`config.mk`:
```
export PLATFORM = sky130hd
export DESIGN_NAME = display_arbiter
export DESIGN_NICKNAME = d
export VERILOG_FILES = /design/src/rtl/display_arbiter.sv
export SDC_FILE = /design/constraint.sdc
export NUM_CORES = 1
export LEC_CHECK = 0
export ABC_AREA = 1
export BUFFER_PORTS_ARGS = -buffer_cell sky130_fd_sc_hd__buf_4
export CORE_MARGIN = 5
export CORE_UTILIZATION = 51
export DETAILED_ROUTE_END_ITERATION = 10
export PLACE_DENSITY = 0.8
export REMOVE_ABC_BUFFERS = 1
export SKIP_LAST_GASP = 1
export SLEW_MARGIN = 15
export SYNTH_ARGS = -nofsm -noshare
export SYNTH_HDL_FRONTEND = slang
export SYNTH_SLANG_ARGS = --single-unit
```
`constraint.sdc`:
```
create_clock -name clk -period 2.5 [get_ports clk]
set_input_delay 0.5 -clock clk [delete_from_list [all_inputs] [get_ports clk]]
set_output_delay 0.5 -clock clk [all_outputs]
set_load 0.03 [all_outputs]
```
`src/rtl/display_arbiter.sv`:
```
`default_nettype none
// ============================================================================
// Module      : display_arbiter
// Description : Chooses what the 4-digit 7-segment scanner shows: current
//               time, alarm time, time with a blinking digit pair while the
//               user sets it, or the whole display flashing while the alarm
//               rings. Also generates the scanner refresh tick.
//
// Ports
//   clk          in   1   system clock, all state on rising edge
//   reset        in   1   asynchronous, active-high reset
//   time_seg     in  32   current-time segment codes (active-low, bit7 = dp)
//                         [7:0] ones-min, [15:8] tens-min,
//                         [23:16] ones-hour, [31:24] tens-hour
//   alarm_seg    in  32   alarm-time segment codes, same packing
//   alarm_req    in   1   level request to view the alarm time
//   set_mode     in   2   00 normal, 01 set minutes, 10 set hours, 11 = 00
//   ringing      in   1   alarm sounding (level)
//   refresh_tick out  1   one-clk pulse advancing the digit scanner
//   digit_seg    out 32   registered segment codes for the scanner
//   view         out  2   active source: 00 TIME, 01 ALARM, 10 SET, 11 RING
//
// Revision    : 1.0 - initial release
// ============================================================================
module display_arbiter #(
    parameter int REFRESH_DIV = 100000,  // clk cycles per refresh tick
    parameter int BLINK_DIV   = 250      // refresh ticks per blink half-period
) (
    input  logic        clk,
    input  logic        reset,
    input  logic [31:0] time_seg,
    input  logic [31:0] alarm_seg,
    input  logic        alarm_req,
    input  logic [1:0]  set_mode,
    input  logic        ringing,
    output logic        refresh_tick,
    output logic [31:0] digit_seg,
    output logic [1:0]  view
);

    localparam int c_PRE_W = (REFRESH_DIV > 1) ? $clog2(REFRESH_DIV) : 1;
    localparam int c_BLK_W = (BLINK_DIV > 1) ? $clog2(BLINK_DIV) : 1;

    localparam logic [c_PRE_W-1:0] c_PRE_MAX = c_PRE_W'(REFRESH_DIV - 1);
    localparam logic [c_BLK_W-1:0] c_BLK_MAX = c_BLK_W'(BLINK_DIV - 1);

    // State encoding doubles as the view output code.
    localparam logic [1:0] c_ST_TIME  = 2'b00;
    localparam logic [1:0] c_ST_ALARM = 2'b01;
    localparam logic [1:0] c_ST_SET   = 2'b10;
    localparam logic [1:0] c_ST_RING  = 2'b11;

    logic [c_PRE_W-1:0] pre_q;
    logic               tick_q;
    logic [1:0]         frame_q;
    logic [c_BLK_W-1:0] blink_cnt_q;
    logic               blink_phase_q;
    logic [1:0]         state_q;
    logic [1:0]         state_d;
    logic [31:0]        seg_q;
    logic [31:0]        seg_d;

    logic               w_wrap;
    logic               w_frame_end;
    logic               w_state_chg;
    logic [1:0]         w_target;

    // The tick is registered, so it is high in the cycle the prescaler
    // reads 0 after wrapping. Frame counter and blink counter advance on the
    // same edge, so the fourth tick of a frame is also the state-change edge.
    assign w_wrap      = (pre_q == c_PRE_MAX);
    assign w_frame_end = w_wrap && (frame_q == 2'd3);
    assign w_state_chg = w_frame_end && (state_d != state_q);

    // ------------------------------------------------------------------
    // Prescaler, frame counter, blink counter
    // ------------------------------------------------------------------
    always_ff @(posedge clk or posedge reset) begin
        if (reset) begin
            pre_q         <= '0;
            tick_q        <= 1'b0;
            frame_q       <= 2'd0;
            blink_cnt_q   <= '0;
            blink_phase_q <= 1'b0;
        end else begin
            pre_q  <= w_wrap ? '0 : pre_q + c_PRE_W'(1);
            tick_q <= w_wrap;
            if (w_wrap) begin
                frame_q <= frame_q + 2'd1;
            end
            // A new view always starts with its digits visible.
            if (w_state_chg) begin
                blink_cnt_q   <= '0;
                blink_phase_q <= 1'b0;
            end else if (w_wrap) begin
                if (blink_cnt_q == c_BLK_MAX) begin
                    blink_cnt_q   <= '0;
                    blink_phase_q <= ~blink_phase_q;
                end else begin
                    blink_cnt_q <= blink_cnt_q + c_BLK_W'(1);
                end
            end
        end
    end

    // ------------------------------------------------------------------
    // FSM: state register
    // ------------------------------------------------------------------
    always_ff @(posedge clk or posedge reset) begin
        if (reset) begin
            state_q <= c_ST_TIME;
        end else begin
            state_q <= state_d;
        end
    end

    // ------------------------------------------------------------------
    // FSM: next state. Requests are sampled only on frame_end, so a
    // request that comes and goes within one frame is never seen.
    // ------------------------------------------------------------------
    always_comb begin
        w_target = c_ST_TIME;
        if (ringing) begin
            w_target = c_ST_RING;
        end else if ((set_mode == 2'b01) || (set_mode == 2'b10)) begin
            w_target = c_ST_SET;
        end else if (alarm_req) begin
            w_target = c_ST_ALARM;
        end

        state_d = state_q;
        if (w_frame_end) begin
            state_d = w_target;
        end
    end

    // ------------------------------------------------------------------
    // FSM: output selection. set_mode is used live inside SET so that
    // switching minutes/hours moves the blanked pair on the next cycle.
    // ------------------------------------------------------------------
    always_comb begin
        seg_d = time_seg;
        case (state_q)
            c_ST_TIME: begin
                seg_d = time_seg;
            end
            c_ST_ALARM: begin
                seg_d = alarm_seg;
            end
            c_ST_SET: begin
                if (blink_phase_q) begin
                    if (set_mode == 2'b01) begin
                        seg_d[15:0] = 16'hFFFF;
                    end else if (set_mode == 2'b10) begin
                        seg_d[31:16] = 16'hFFFF;
                    end
                end
            end
            default: begin
                if (blink_phase_q) begin
                    seg_d = 32'hFFFF_FFFF;
                end
            end
        endcase
    end

    // Registered segment output; all-off during reset.
    always_ff @(posedge clk or posedge reset) begin
        if (reset) begin
            seg_q <= 32'hFFFF_FFFF;
        end else begin
            seg_q <= seg_d;
        end
    end

    assign refresh_tick = tick_q;
    assign digit_seg    = seg_q;
    assign view         = state_q;

endmodule
`default_nettype wire

```
==> results.txt, run 1 <==
Status - finished, final reports clean
Max-cap violations - 0
Post-synthesis cell area - 3260 sq um
Critical Path AT - 2.26 ns
Most area-consuming cells after synthesis - dfstp_2 26%, dfrtp_1 24%, nand2_1 6.5%, inv_1 4.6%, nor3_1 4.5%
Vias per inst - 5.40
Psw - 523 uW
Worst-Margin Slew - 0.776 ns
Gate power share - 12.3%
Net count, final - 558
Area grow syn2layout - 31.0%
CP Launch Type - register
Clock skew - 0.0135 ns
Max-slew violation count - 0
Pwr per Cell Area - 484 nW/um^2
Sequential area share after synthesis - 49.6%
Total GRT Usage - 22.5%
Critical path type - register to register
Gpl congestion - 0.868
Antenna diode count - 0
CP max FO - 24
Clock-pin slew on the worst setup and hold paths - 0.07 ns
Drt pass-1 iters - 4
Die span in x - 89.9 um
Largest net degree at the start of global routing - 25
Remaining Overflow, GRT - 0
Filler cells - 492
VDD IR max - 365 uV
Yosys reg bits - 63
CP top delay family - flip-flops
First DRT Iteration DRCs - 114
Die Ht - 89.9 um
Endpoints failing setup - 0
Sink Count - 63
Sequential share of power - 52.0%
Reg2reg end - digit_seg[7]
Worst setup path startpoint - view[1]
Worst-skew pair later-pin latency - 0.34 ns
# resized after CTS - 0
Ports - 105
Placement Rows - 29
Crit path to - digit_seg[7]
DRT antenna net count - 0
Cell Int Power - 1.54 mW
Relative slew margins - 48.2%
Worst hold path class - primary input to async pin
RSZ-0062 raised after global routing - false
Fmax - 0.496 GHz
Buf/Inv on CP - 1
Final wirelength - 8.76 mm
Core Region - 6280 sq um
Post-CTS Setup Inserts - 0
R2r setup slk - 0.48 ns
Synth Area per Inst - 8.64 sq um
Port Buffers - 104
Sw frac - 25.3%
Worst reg2reg path startpoint - view[1]
Antenna violations before repair - 0
CP most frequent cell - nand2_1
Critical-path top delay cell - dfrtp_1
Die ar. - 8090 sq um
First-pass GRT wire length - 14.8 mm
Hold_ws - 0.133 ns
CP Capture Type - register
Longest Clk Path Bufs - 2
Cells on worst reg2reg path - 5
Tcrit/Tclk final - 80.6%
Mapped Cells - 377
Minimum clock period - 2.02 ns
LEAKAGE - 2.09 nW
Post-synthesis cell type count - 34
Setup TNS - 0 ns
CP required - 2.74 ns
Clock network power share - 35.7%
CTS tree - done
Share of the synthesized area in the top cell type - 25.8%
Vias in the first global route - 3211
DRC errors left - 0
Final hold vios - 0
DR WL/cell - 15.5 um
Critical-path cell list - nor2_1 -> inv_1 -> nand2_1 -> o22ai_1 -> nand2_1
H-tree Lvls - 3
Initial core utilization - 51.9%
Critical path's largest stage delay - 0.59 ns
Hpwl dp - 6.55 mm
Cts hold-fix bufs - 0
Share of layout cells above drive strength 1 - 37.4%
Yosys warnings - 0
Vias - 3048
Area leader, netlist - dfstp_2
Num CTS Buffers - 9
CTS root buffer - clkbuf_8
Critical path depth in cells - 5
-- state kept, by name (all words and copies together), names as in the netlist --
| register | count |
|---|---|
| frame_q | 2 |
| view | 2 |
| digit_seg | 32 |
| blink_cnt_q | 8 |
| pre_q | 17 |
| blink_phase_q | 1 |
| refresh_tick | 1 |
-- synth_stat cells --
library cell  number
nand4_1            8
nor2_1            27
nor2_8             1
nand2_4            2
clkbuf_1           9
o221ai_1           1
o21ai_1            1
inv_1             40
xor2_1             9
inv_2              5
nand2_1           56
nor2_2             3
o21a_1             1
nor4_1             3
nand3_4            2
nand2_2            5
dfstp_2           32
nand3_2            2
nor3_1            29
o21ai_2            1
nor2_4             3
clkinv_2           2
o21ai_0           21
a21oi_1           20
buf_2              2
nand4_2            1
nand3_1           19
xnor2_1            1
buf_1              3
buf_4              1
o22ai_1           21
a31oi_1            9
dfrtp_1           31
ha_1               6
-- power by group through the flow --
stage	clock network (mW)	logic, mW	registers, mW
2_1_floorplan	0	0.0494	1.15
3_3_place_gp	0	0.253	1.09
3_5_place_dp	0	0.257	1.09
4_1_cts	0.755	0.257	1.07
5_1_grt	0.804	0.277	1.08
6_report	0.738	0.255	1.07
-- kinds of logic after synthesis --
family	Yosys count	share of synthesized area, %
DFF	63	49.6
buffers and inverters	62	7.41
xor gates and xnor gates	10	2.69
and+or+nand+nor	161	25.0
AOI/OAI and AO/OA	75	13.0
adders and majority gates	6	2.30
-- cell usage in the layout, fill, tap and decap left out, types with 2 or more instances in the layout --
cell type and n:
dfstp_2 32, a21oi_1 20, nand3_2 2, nor2_1 27, xor2_1 9, clkinv_2 5, a31oi_1 9, nor2_4 3
inv_1 39, nand2_4 2, nand2_2 5, nor2_2 3, o21ai_0 21, nand3_1 19, nor4_1 3, inv_2 6
clkbuf_1 3, nand3_4 2, dfrtp_1 31, clkbuf_8 9, o22ai_1 21, nand4_1 8, ha_1 6, nand2_1 56
buf_4 109, nor3_1 29
-- how the worst min path moves through the flow --
| stage | slack [ns] | end | cells past startpoint |
|---|---|---|---|
| global placement | 0.46 | pre_q[14] | 1 |
| floorplan | 0.43 | pre_q[0] | 1 |
| CTS | 0.13 | pre_q[6] | 2 |
| finish | 0.13 | pre_q[6] | 2 |
| detailed placement | 0.47 | pre_q[0] | 1 |
| global route | 0.16 | refresh_tick | 2 |
-- metal layers --
layer,global-route usage [%],wire length (um),vias to the layer above
li1,-,-,1485
met5,0,0,-
met4,10.4,207,0
met2,37.3,4340,121
met1,25.4,3380,1424
met3,8.93,829,18
-- per-stage QoR --
stage               setup slack (ns)  utilization (%)  instance area, sq um  cells  power [mW]
floorplan                      0.417                -                  3200    362        1.20
global placement               0.618             65.5                  4110    548        1.34
detailed placement             0.520             65.5                  4110    548        1.35
CTS                            0.515             68.0                  4270    564        2.09
global route                   0.265             68.0                  4270    564        2.16
finish                         0.484             68.0                  4270    564        2.07
-- final cells by class --
type | instances | area (sq um) | area share [%]
clock inverters | 4 | 22.5 | 0.528
multi-input cells | 252 | 1400 | 32.8
repair buffers | 109 | 818 | 19.2
inverters | 47 | 179 | 4.19
well taps | 77 | 96.3 | 2.26
clock buffers | 12 | 135 | 3.17
flip-flops and latches | 63 | 1620 | 37.9
No activity file was read; power rests on OpenSTA's default activity.
==> run 2, diff against run 1 <==
Clock period 2.5 ns to 1.9 ns, I/O delays scaled along.
==> run 2 against run 1 <==
  * Count of clock-buffer cells in the layout shrank 1
  * Core utilization rose by 2.4 points
  * Clock power up 75%
  * Hold slack worse by 0.042 ns
  * Sequential cell count is the same
  * Non-clock buffer count is 9 higher
  * Final area increased by 3.5%
  * Die area stayed put
  * Routed wire length up 1.9%
  * Sequential share of layout area is 1.3 points lower
  * Worst setup slack got worse by 0.27 ns
  * Sequential power is 32% higher
  * Largest cell class unchanged
  * Largest power group unchanged
==> results.txt, run 2 (same netlist as run 1, synthesis figures left out) <==
Final std cells w/o fill - 573
Die ar. - 8090 sq um
Commonest non-fill, non-tap cells in the layout - 117 x buf_4, 56 x nand2_1, 39 x inv_1, 32 x dfstp_2, 31 x dfrtp_1
Longest Clk Path Bufs - 2
Fmax - 0.592 GHz
CP max FO - 8
First-pass GRT wire length - 15.0 mm
Initial core utilization - 51.9%
Total GRT Usage - 22.6%
GRT busiest layer - met2
Status - finished, final reports clean
Endpoints failing setup - 0
DRC errors left - 0
Placement Rows - 29
Core Region - 6280 sq um
Num CTS Buffers - 9
Placed Cells incl. Taps - 557
Worst reg2reg path startpoint - pre_q[0]
Post-Layout Inst Area - 4420 sq um
Pwr per Cell Area - 689 nW/um^2
Final hold vios - 0
Filler cells - 499
Max reg flops - 32
VDD IR max - 443 uV
Reg2reg end - blink_phase_q
Critical-path top delay cell - dfrtp_1
Worst hold path class - primary input to async pin
Net count, final - 567
Max-slew violation count - 0
Commonest non-fill, non-tap cell in the layout - buf_4
R2r setup slk - 0.21 ns
Clock-pin slew on the worst setup and hold paths - 0.08 ns
Gpl congestion - 0.907
CP required - 2.13 ns
# resized after CTS - 0
CTS root buffer - clkbuf_8
CTS tree - done
CP Launch Type - register
Util after Layout - 70.3%
Grt met3 use - 9.85%
H-tree Lvls - 3
Vias per inst - 5.37
Share of layout cells above drive strength 1 - 39.1%
Critical-path cell list - ha_1 -> nand3_2 -> clkinv_2 -> nand3_4 -> nor2_4 -> nand2_2 -> nand2_4 -> nand2_2 -> nand2_1 -> o21ai_2
Remaining Overflow, GRT - 0
Largest net degree at the start of global routing - 64
Final wirelength - 8.92 mm
Routing usage on met2 - 37.4%
Minimum clock period - 1.69 ns
Critical path's largest stage delay - 0.38 ns
CP most frequent cell - nand2_2
Vias - 3076
Hpwl dp - 6.76 mm
LEAKAGE - 2.16 nW
Die span in x - 89.9 um
Max-cap violations - 0
Clock skew - 0.00963 ns
Critical path type - register to register
Antenna violations before repair - 0
DP Area - 4190 sq um
Cells on worst reg2reg path - 10
Port Buffers - 104
Tcrit/Tclk final - 88.9%
CP Capture Type - register
DRT antenna net count - 0
Die Ht - 89.9 um
Cts hold-fix bufs - 0
Area grow syn2layout - 35.5%
Post-CTS Setup Inserts - 0
Worst-Margin Slew - 0.442 ns
Ports - 105
RSZ-0062 raised after global routing - false
Drt pass-1 iters - 4
Antenna diode count - 0
DR WL/cell - 15.6 um
Sink Count - 63
Worst-skew pair later-pin latency - 0.34 ns
Vias in the first global route - 3219
Critical Path AT - 1.91 ns
GR Layer Usage met1 - 26.1%
First DRT Iteration DRCs - 104
Relative slew margins - 70.3%
-- run 2: cell types whose count changed in the layout (fill, tap and decap cells not counted), sizes merged --
cell / before / now
bufinv: 0 / 1
buf: 109 / 118
clkinv: 5 / 3
clkbuf: 12 / 11
inv: 45 / 46
clkinvlp: 1 / 2
-- run 2: per-layer routing --
metal | up-vias | wire length [um] | part of all wire (%)
met1 | 1436 | 3430 | 38
met4 | 0 | 163 | 1.8
met3 | 18 | 973 | 11
met2 | 118 | 4350 | 49
li1 | 1504 | - | -
met5 | - | 0 | 0
-- run 2: worst max path at each step --
stage	slack, ns	startpoint	to
floorplan	-0.18	view[0]	digit_seg[0]
global placement	0.25	set_mode[0]	blink_phase_q
detailed placement	0.21	set_mode[0]	blink_phase_q
CTS	0.20	pre_q[0]	blink_phase_q
global route	0.02	pre_q[8]	blink_phase_q
finish	0.21	pre_q[0]	blink_phase_q
-- run 2: layout make-up --
class / instances / area [sq um] / area share, %
Clock inverter: 5 / 62.6 / 1.42
Tap cell: 77 / 96.3 / 2.18
Timing Repair Buffer: 118 / 898 / 20.3
Sequential cell: 63 / 1620 / 36.6
Inverter: 47 / 179 / 4.05
Clock buffer: 11 / 163 / 3.68
Multi-Input combinational cell: 252 / 1400 / 31.7
-- run 2: stage by stage --
step / setup TNS [ns] / total power [mW] / worst slack [ns] / hold WS (ns)
floorplan: -2.32 / 1.58 / -0.183 / 0.432
global placement: 0 / 1.77 / 0.252 / 0.442
detailed placement: 0 / 1.77 / 0.206 / 0.465
CTS: 0 / 3.06 / 0.200 / 0.103
global route: 0 / 3.15 / 0.0233 / 0.121
finish: 0 / 3.04 / 0.211 / 0.0903
-- run 2: critical path, delay by kind of cell (launching register included) --
kind	cells	cell delay (ns)
adder cells (fa/ha/maj)	1	0.21
flip-flops	1	0.38
AND/OR/NAND/NOR	7	0.76
AO/OA/AOI/OAI	1	0.06
buffers and inverters	1	0.15
-- run 2: power breakdown --
| group | switching [mW] | total, mW | internal, mW |
|---|---|---|---|
| registers | 0.0102 | 1.41 | 1.40 |
| clock network | 0.566 | 1.29 | 0.728 |
| logic | 0.172 | 0.335 | 0.163 |
==> run 3, diff against run 2 <==
Settings changed: MAX_ROUTING_LAYER set to met4.
==> run 3 against run 2 <==
  * Sequential cell count stayed put
  * Via count rose by 0.36%
  * Count of clock-buffer cells in the layout unchanged
  * Hold slack got worse by 0.0035 ns
  * Highest routed layer unchanged
==> results.txt, run 3 (same netlist as run 1, synthesis figures left out) <==
Share of layout cells above drive strength 1 - 39.1%
Placed Cells incl. Taps - 557
DRT antenna net count - 0
CP top delay family - simple AND/OR/NAND/NOR gates
Sink Count - 63
Critical-path top delay cell - dfrtp_1
VDD IR max - 449 uV
LEAKAGE - 2.16 nW
Hpwl dp - 6.76 mm
Status - finished, final reports clean
Longest Clk Path Bufs - 2
Vias - 3087
Cts hold-fix bufs - 0
DRC errors left - 0
GR Layer Usage met1 - 26.3%
First-pass GRT wire length - 14.9 mm
Gpl congestion - 0.923
Routing usage on met2 - 37.9%
Pwr per Cell Area - 690 nW/um^2
Placement Rows - 29
Minimum clock period - 1.69 ns
Remaining Overflow, GRT - 0
Die ar. - 8090 sq um
CP max FO - 6
Relative slew margins - 70.5%
Final wirelength - 8.99 mm
Worst-skew pair later-pin latency - 0.35 ns
Critical path type - register to register
Tot Pwr - 3.05 mW
RSZ-0062 raised after global routing - false
Clock skew - 0.00988 ns
CP Launch Type - register
CP required - 2.13 ns
# resized after CTS - 0
Vias in the first global route - 3234
CP most frequent cell - nand3_1
Critical Path AT - 1.92 ns
Max-slew violation count - 0
GRT busiest layer - met2
Worst hold path class - primary input to async pin
H-tree Lvls - 3
Max reg flops - 32
Largest net degree at the start of global routing - 64
Hold_ws - 0.0868 ns
Ports - 105
Commonest non-fill, non-tap cells in the layout - 117 x buf_4, 56 x nand2_1, 39 x inv_1, 32 x dfstp_2, 31 x dfrtp_1
Fmax - 0.592 GHz
Antenna violations before repair - 0
Core Region - 6280 sq um
CTS root buffer - clkbuf_8
Worst-Margin Slew - 0.439 ns
Net count, final - 567
DR WL/cell - 15.7 um
Post-CTS Setup Inserts - 0
Critical-path cell list - inv_2 -> nand3_1 -> nor3_1 -> nand3_1 -> nor2_1 -> nand2_2 -> nand2_1 -> o21ai_2
Critical path's largest stage delay - 0.45 ns
Area grow syn2layout - 35.5%
Total GRT Usage - 23.2%
Initial core utilization - 51.9%
Setup TNS - 0 ns
Drt pass-1 iters - 5
Grt met3 use - 8.43%
CP Capture Type - register
Final std cells w/o fill - 573
First DRT Iteration DRCs - 125
Clock-pin slew on the worst setup and hold paths - 0.08 ns
Num CTS Buffers - 9
Final hold vios - 0
Buf/Inv on CP - 1
CTS tree - done
Tcrit/Tclk final - 89.0%
Endpoints failing setup - 0
Max-cap violations - 0
Port Buffers - 104
Die Ht - 89.9 um
Antenna diode count - 0
Die span in x - 89.9 um
Commonest non-fill, non-tap cell in the layout - buf_4
Vias per inst - 5.39
run 3: cell counts in the layout (fill, tap and decap cells not counted):
Identical to the previous run, type by type.
run 3: through the flow:
stage | cell area [sq um] | worst slack, ns | util [%]
floorplan | 3200 | -0.183 | -
global placement | 4190 | 0.252 | 66.8
detailed placement | 4190 | 0.206 | 66.8
CTS | 4420 | 0.200 | 70.3
global route | 4420 | 0.0233 | 70.3
finish | 4420 | 0.210 | 70.3
run 3: power by group:
| group | total, mW | internal [mW] | switching, mW |
|---|---|---|---|
| logic | 0.335 | 0.163 | 0.172 |
| clock network | 1.30 | 0.728 | 0.571 |
| registers | 1.41 | 1.40 | 0.0102 |
| total | 3.05 | 2.29 | 0.753 |
run 3: layer usage:
layer,up-vias,routed length (um)
met1,1457,3560
met3,18,809
met4,0,155
met5,-,0
met2,111,4470
li1,1501,-
run 3: worst paths after layout:
kind                                   start       endpoint  slack [ns]  cells past startpoint
worst max-delay path                pre_q[8]  blink_phase_q        0.21                      8
worst min-delay path                   reset   refresh_tick        0.09                      3
worst max register to register      pre_q[8]  blink_phase_q        0.21                      8
worst min register to register      pre_q[0]       pre_q[0]        0.47                      1
max in group asynchronous              reset  digit_seg[26]        1.49                      3
min in group clk                alarm_seg[3]   digit_seg[3]        0.25                      3
run 3: worst reg2reg max path, stage by stage (launching register included):
cell     delay (ns)
dfrtp_1        0.45
inv_2          0.13
nand3_1        0.08
nor3_1         0.22
nand3_1        0.15
nor2_1         0.28
nand2_2        0.11
nand2_1        0.08
o21ai_2        0.06
run 3: cell type report:
| cell class | count | area (sq um) |
|---|---|---|
| clock buffer | 11 | 163 |
| clock inverter | 5 | 62.6 |
| fill | 499 | 1860 |
| inverter | 47 | 179 |
| multi-input combinational | 252 | 1400 |
| sequential | 63 | 1620 |
| tap | 77 | 96.3 |
| timing repair buffer | 118 | 898 |
